[config.mk]
export PLATFORM = sky130hd
export DESIGN_NAME = cpu_result_collector
export DESIGN_NICKNAME = d
export VERILOG_FILES = /design/src/rtl/cpu_result_collector.sv
export SDC_FILE = /design/constraint.sdc
export NUM_CORES = 1
export LEC_CHECK = 0
export BUFFER_PORTS_ARGS = -buffer_cell sky130_fd_sc_hd__buf_2
export CAP_MARGIN = 20
export CORE_UTILIZATION = 62
export CTS_BUF_LIST = sky130_fd_sc_hd__clkbuf_8
export CTS_CLUSTER_SIZE = 40
export DETAILED_ROUTE_END_ITERATION = 10
export PLACE_DENSITY = 0.81
export SYNTH_ARGS = -nofsm -noshare
export SYNTH_HDL_FRONTEND = slang
export SYNTH_SLANG_ARGS = --single-unit
[constraint.sdc]
create_clock -name clk -period 6.9 [get_ports clk]
set_input_delay 1.035 -clock clk [delete_from_list [all_inputs] [get_ports clk]]
set_output_delay 1.035 -clock clk [all_outputs]
set_load 0.02 [all_outputs]
[src/rtl/cpu_result_collector.sv]
// cpu_result_collector: captures cpu result handshakes into a record FIFO.
// Define CRC_STATS_EN to add saturating carry/borrow record counters.
module cpu_result_collector #(
  parameter int DEPTH = 8,
  parameter int CNT_W = 8
) (
  input  logic                     clk,
  input  logic                     rst,
  input  logic                     arm,
  input  logic [CNT_W-1:0]         rec_limit,
  input  logic                     result_ready,
  input  logic [7:0]               opcode,
  input  logic [7:0]               operand_A_out,
  input  logic [7:0]               operand_B_out,
  input  logic [7:0]               result_out_cpu,
  input  logic                     carry_out_cpu,
  input  logic                     borrow_out_cpu,
  input  logic [7:0]               pc_out,
  output logic                     next_out,
  output logic                     rec_valid,
  input  logic                     rec_ready,
  output logic [41:0]              rec_data,
  output logic [CNT_W-1:0]         rec_seq,
  output logic [$clog2(DEPTH):0]   count,
  output logic                     done
`ifdef CRC_STATS_EN
  ,
  output logic [15:0]              carry_cnt,
  output logic [15:0]              borrow_cnt
`endif
);

  localparam int AW = $clog2(DEPTH);
  localparam int CW = AW + 1;
  localparam logic [CW-1:0] FULL = CW'(DEPTH);

  typedef enum logic [1:0] {
    S_IDLE,
    S_RUN,
    S_DONE
  } state_t;

  state_t state;

  logic [41:0]      mem_data [DEPTH];
  logic [CNT_W-1:0] mem_seq  [DEPTH];
  logic [AW-1:0]    wr_ptr;
  logic [AW-1:0]    rd_ptr;
  logic [CNT_W-1:0] seq;
  logic [CNT_W-1:0] captured;
  logic [CW-1:0]    count_nxt;
  logic [41:0]      wr_data;
  logic             push;
  logic             pop;
  logic             last;
  logic             arm_ok;

  assign rec_valid = (count != '0);
  assign push      = (state == S_RUN) && next_out && result_ready;
  assign pop       = rec_valid && rec_ready;
  assign arm_ok    = arm && (state != S_RUN);
  assign last      = (rec_limit != '0) &&
                     (captured == rec_limit - CNT_W'(1));

  assign wr_data = {pc_out, opcode, operand_A_out,
                    operand_B_out, result_out_cpu,
                    carry_out_cpu, borrow_out_cpu};

  // Head is forced to zero when empty so stale slots never leak out.
  assign rec_data = rec_valid ? mem_data[rd_ptr] : '0;
  assign rec_seq  = rec_valid ? mem_seq[rd_ptr]  : '0;

  always_comb begin
    count_nxt = count;
    unique case ({push, pop})
      2'b10:   count_nxt = count + CW'(1);
      2'b01:   count_nxt = count - CW'(1);
      default: count_nxt = count;
    endcase
  end

  always_ff @(posedge clk) begin
    if (push) begin
      mem_data[wr_ptr] <= wr_data;
      mem_seq[wr_ptr]  <= seq;
    end
  end

  always_ff @(posedge clk or negedge rst) begin
    if (!rst) begin
      state    <= S_IDLE;
      next_out <= 1'b0;
      done     <= 1'b0;
      seq      <= '0;
      captured <= '0;
      wr_ptr   <= '0;
      rd_ptr   <= '0;
      count    <= '0;
    end else begin
      count <= count_nxt;
      if (push) wr_ptr <= wr_ptr + AW'(1);
      if (pop)  rd_ptr <= rd_ptr + AW'(1);
      unique case (state)
        S_RUN: begin
          if (push) begin
            seq      <= seq + CNT_W'(1);
            captured <= captured + CNT_W'(1);
          end
          if (push && last) begin
            state    <= S_DONE;
            done     <= 1'b1;
            next_out <= 1'b0;
          end else begin
            next_out <= (count_nxt < FULL);
          end
        end
        S_IDLE, S_DONE: begin
          next_out <= 1'b0;
          if (arm_ok) begin
            state    <= S_RUN;
            done     <= 1'b0;
            seq      <= '0;
            captured <= '0;
            next_out <= (count_nxt < FULL);
          end
        end
        default: begin
          state    <= S_IDLE;
          next_out <= 1'b0;
          done     <= 1'b0;
        end
      endcase
    end
  end

`ifdef CRC_STATS_EN
  always_ff @(posedge clk or negedge rst) begin
    if (!rst) begin
      carry_cnt  <= '0;
      borrow_cnt <= '0;
    end else if (arm_ok) begin
      carry_cnt  <= '0;
      borrow_cnt <= '0;
    end else if (push) begin
      if (carry_out_cpu && carry_cnt != 16'hFFFF)
        carry_cnt <= carry_cnt + 16'd1;
      if (borrow_out_cpu && borrow_cnt != 16'hFFFF)
        borrow_cnt <= borrow_cnt + 16'd1;
    end
  end
`endif

endmodule

==> key figures <==
Run status
  • Outcome: finished, final reports clean

Worst setup path
  • Startpoint Class: flip-flop
  • CP required: between 5 and 6 ns
  • CP Capture Type: output pin
  • Bufs and invs on worst path: 2
  • CP Class: flip-flop to output pin
  • WP data arrival: 3.14 ns
  • Worst setup path start: rd_ptr[1]
  • Worst R2R End: count[3]
  • Crit-path max cell delay: 0.85 ns
  • Crit-path leading delay family: buffers and inverters
  • Crit-path cells: buf_4 > mux4_2 > mux2i_1 > nor2_1 > buf_2
  • Worst R2R Setup Slack: 3.25 ns
  • CP max FO: 57
  • Slowest CP cell: dfrtp_4
  • FF-to-FF path depth: 11
  • RR Startpoint: count[3]

CTS
  • Max clock buf depth: 3
  • Post-CTS Setup Bufs: 0
  • Post-CTS Hold Buffers: 0
  • TritonCTS clock tree: yes
  • H-tree depth: 3
  • Latest clock arrival within the worst-skew pair: 0.58 ns
  • Clock transition at the registers of the reported paths: 0.06 ns
  • Post-cts gate resize count: 0
  • CTS Buf Count: 66
  • CTS root buf: clkbuf_8
  • Clk sinks: between 400 and 500

Power and ir drop
  • Tot Pwr: 7770 uW
  • Max VDD drop: 0.328 mV
  • Pwr/cell area: 409 mW/mm^2
  • P_leak: 0.00664 uW

Detailed routing
  • DR vias: 8119
  • Final WL: approximately 31 mm
  • DRC: 0
  • Post-DRT Antenna Nets: 0
  • M1 wire length: roughly 13 mm
  • Via density: 6.03
  • WL met3: between 1.5 and 2 mm
  • Wire per inst: around 23 um
  • First drt pass iteration count: 5
  • Top layer in use: met5
  • WL met2: 15.6 mm
  • Detailed Route Iter0 Violations: 709

STA
  • Final setup viols: 0
  • Max frequency: 239 MHz
  • Hold Vio Cnt, Final: 0
  • Worst slew pin tran: roughly 1.1 ns
  • Max_slew headroom: about a quarter
  • RSZ-0062 raised after global routing: false
  • Slew Viols, Final: 0
  • Period utilisation layout: between 60% and 70%
  • Setup_tns: 0 ns
  • Post-layout min period: 4.18 ns
  • Clk_skew: 0.0262 ns

Synthesis
  • Synthesized area: around 0.017 mm^2
  • Ys flop type: edfxtp_1
  • Mapped Cells: 811
  • Syn Nets: 876
  • Synth cell types: 45
  • Post-synth top area share: 71.4%
  • Number of synthesized flops with an enable pin: 400
  • Synthesis Warnings: 0
  • Post-synth top area cell: edfxtp_1
  • #FFs+latches synth: 430
  • Ys async rst share: 6.98%
  • Avg Cell Area, Syn: about 21 um^2
  • Most area-consuming cells after synthesis: edfxtp_1 71%, mux4_2 13%, dfrtp_1 4.5%, mux2i_1 3.0%, nor2_1 1.5%
  • Seq/Total Area, Yosys: 75.8%

Finish
  • Share of cells above drive strength 1: 32.6%
  • Post-layout nets: approximately 1000
  • Fill cells: 1515
  • Area grow syn2layout: 13.0%
  • Most frequent cells in the layout: 400 x edfxtp_1, 111 x buf_2, 100 x mux4_2, 69 x clkbuf_8, 64 x nor2_1
  • Most common cell after layout, fill and taps aside: edfxtp_1

Global route
  • Largest net degree at the start of global routing: between 90 and 100
  • Initial antenna violation count: 3
  • Vias in the first global route: 8667
  • First-pass GRT wire length: 47.7 mm
  • GRT Residual Overflow: 0
  • Tot GR Track Use: 23.0%

Floorplan
  • Initial core utilization: 63.9%
  • Cell Rows: 59
  • Die ar.: about 0.028 mm^2
  • Die W: 167 um
  • I/O pin count: 112
  • Vert. Die Dim: 167 um
  • Core footprint: 0.0264 mm^2

Flow run
  • Max cap viols: 0

Placement
  • I/O Buffers: 111
  • HPWL Detailed: 16.5 mm
  • Placer Congestion: 0.761

Min path
  • Hold Crit Class: input pin to async pin
-- kinds of logic (layout without fill, tap and decap cells) --
kind of cell    count (synthesis)  in the layout  synth area share [%]
simple gates                  128            128                  3.59
mux                           152            152                  16.5
compound gates                 18             18                 0.744
buf+inv                        45            244                  1.09
other cells                     0              2                     0
xor+xnor                       28             28                  1.46
flops                         430            430                  75.8
fa+ha+maj                      10             10                 0.788
-- layout make-up --
cell class	count	area, um^2	share of cell area [%]
clock buffer	69	950	5.00
inverter	7	26.3	0.138
clock inverter	45	231	1.22
tap	335	419	2.20
timing repair buffer	123	658	3.46
multi-input combinational	336	3950	20.8
sequential	430	12800	67.2
antenna	2	5.00	0.0263
-- worst max-delay path by stage --
stage | to | slack [ns] | cells after the start
floorplan | mem_data[1][0] | 1.22 | 5
global placement | mem_data[2][36] | 3.03 | 5
detailed placement | mem_data[2][37] | 2.93 | 5
CTS | rec_seq[1] | 2.67 | 5
global route | rec_data[35] | 2.55 | 5
finish | rec_seq[1] | 2.72 | 5
-- state kept, by name, summed over array words and instances, names as in the netlist --
signal	flops
captured	8
count	4
done	1
mem_data	336
mem_seq	64
next_out	1
rd_ptr	3
seq	8
state	2
wr_ptr	3
-- report_power, final --
| part | internal (uW) | leakage, uW | switching (uW) |
|---|---|---|---|
| sequential | 3170 | 0.00402 | 308 |
| clock | 968 | 0.000657 | 920 |
| combinational | 1070 | 0.00196 | 1330 |
-- synth_stat cells (2+ instances only) --
cell type    n
nor2b_1      2
o21ai_0      4
buf_2       12
buf_1        6
mux4_2     100
inv_1        6
xor2_1      14
clkbuf_1    20
mux2i_1     50
nor3b_1      2
nor4_1       2
nand4_1      4
nor3_1       7
nand2_1     18
nor2_1      67
dfrtp_1     30
nand2b_1     3
and3_1       2
or2_2        2
a21oi_1      5
ha_1         9
nand3_1     11
xnor2_1     14
edfxtp_1   400
-- per-stage QoR --
step / setup slack (ns) / std cells / hold WS, ns / util [%] / cell area, um^2
2_1_floorplan: 1.22 / 811 / 0.517 / - / 16800
3_3_place_gp: 3.03 / 1231 / 0.512 / 67.6 / 17800
3_5_place_dp: 2.93 / 1231 / 0.519 / 67.6 / 17800
4_1_cts: 2.67 / 1345 / 0.504 / 72.1 / 19000
5_1_grt: 2.55 / 1345 / 0.538 / 72.1 / 19000
6_report: 2.72 / 1347 / 0.505 / 72.1 / 19000
-- layer usage --
metal	vias up	GRT usage, %
met2	298	38.7
met4	2	7.00
met3	53	4.78
li1	3596	-
met5	-	0
met1	4170	30.7
No activity file was read; power rests on OpenSTA's default activity.
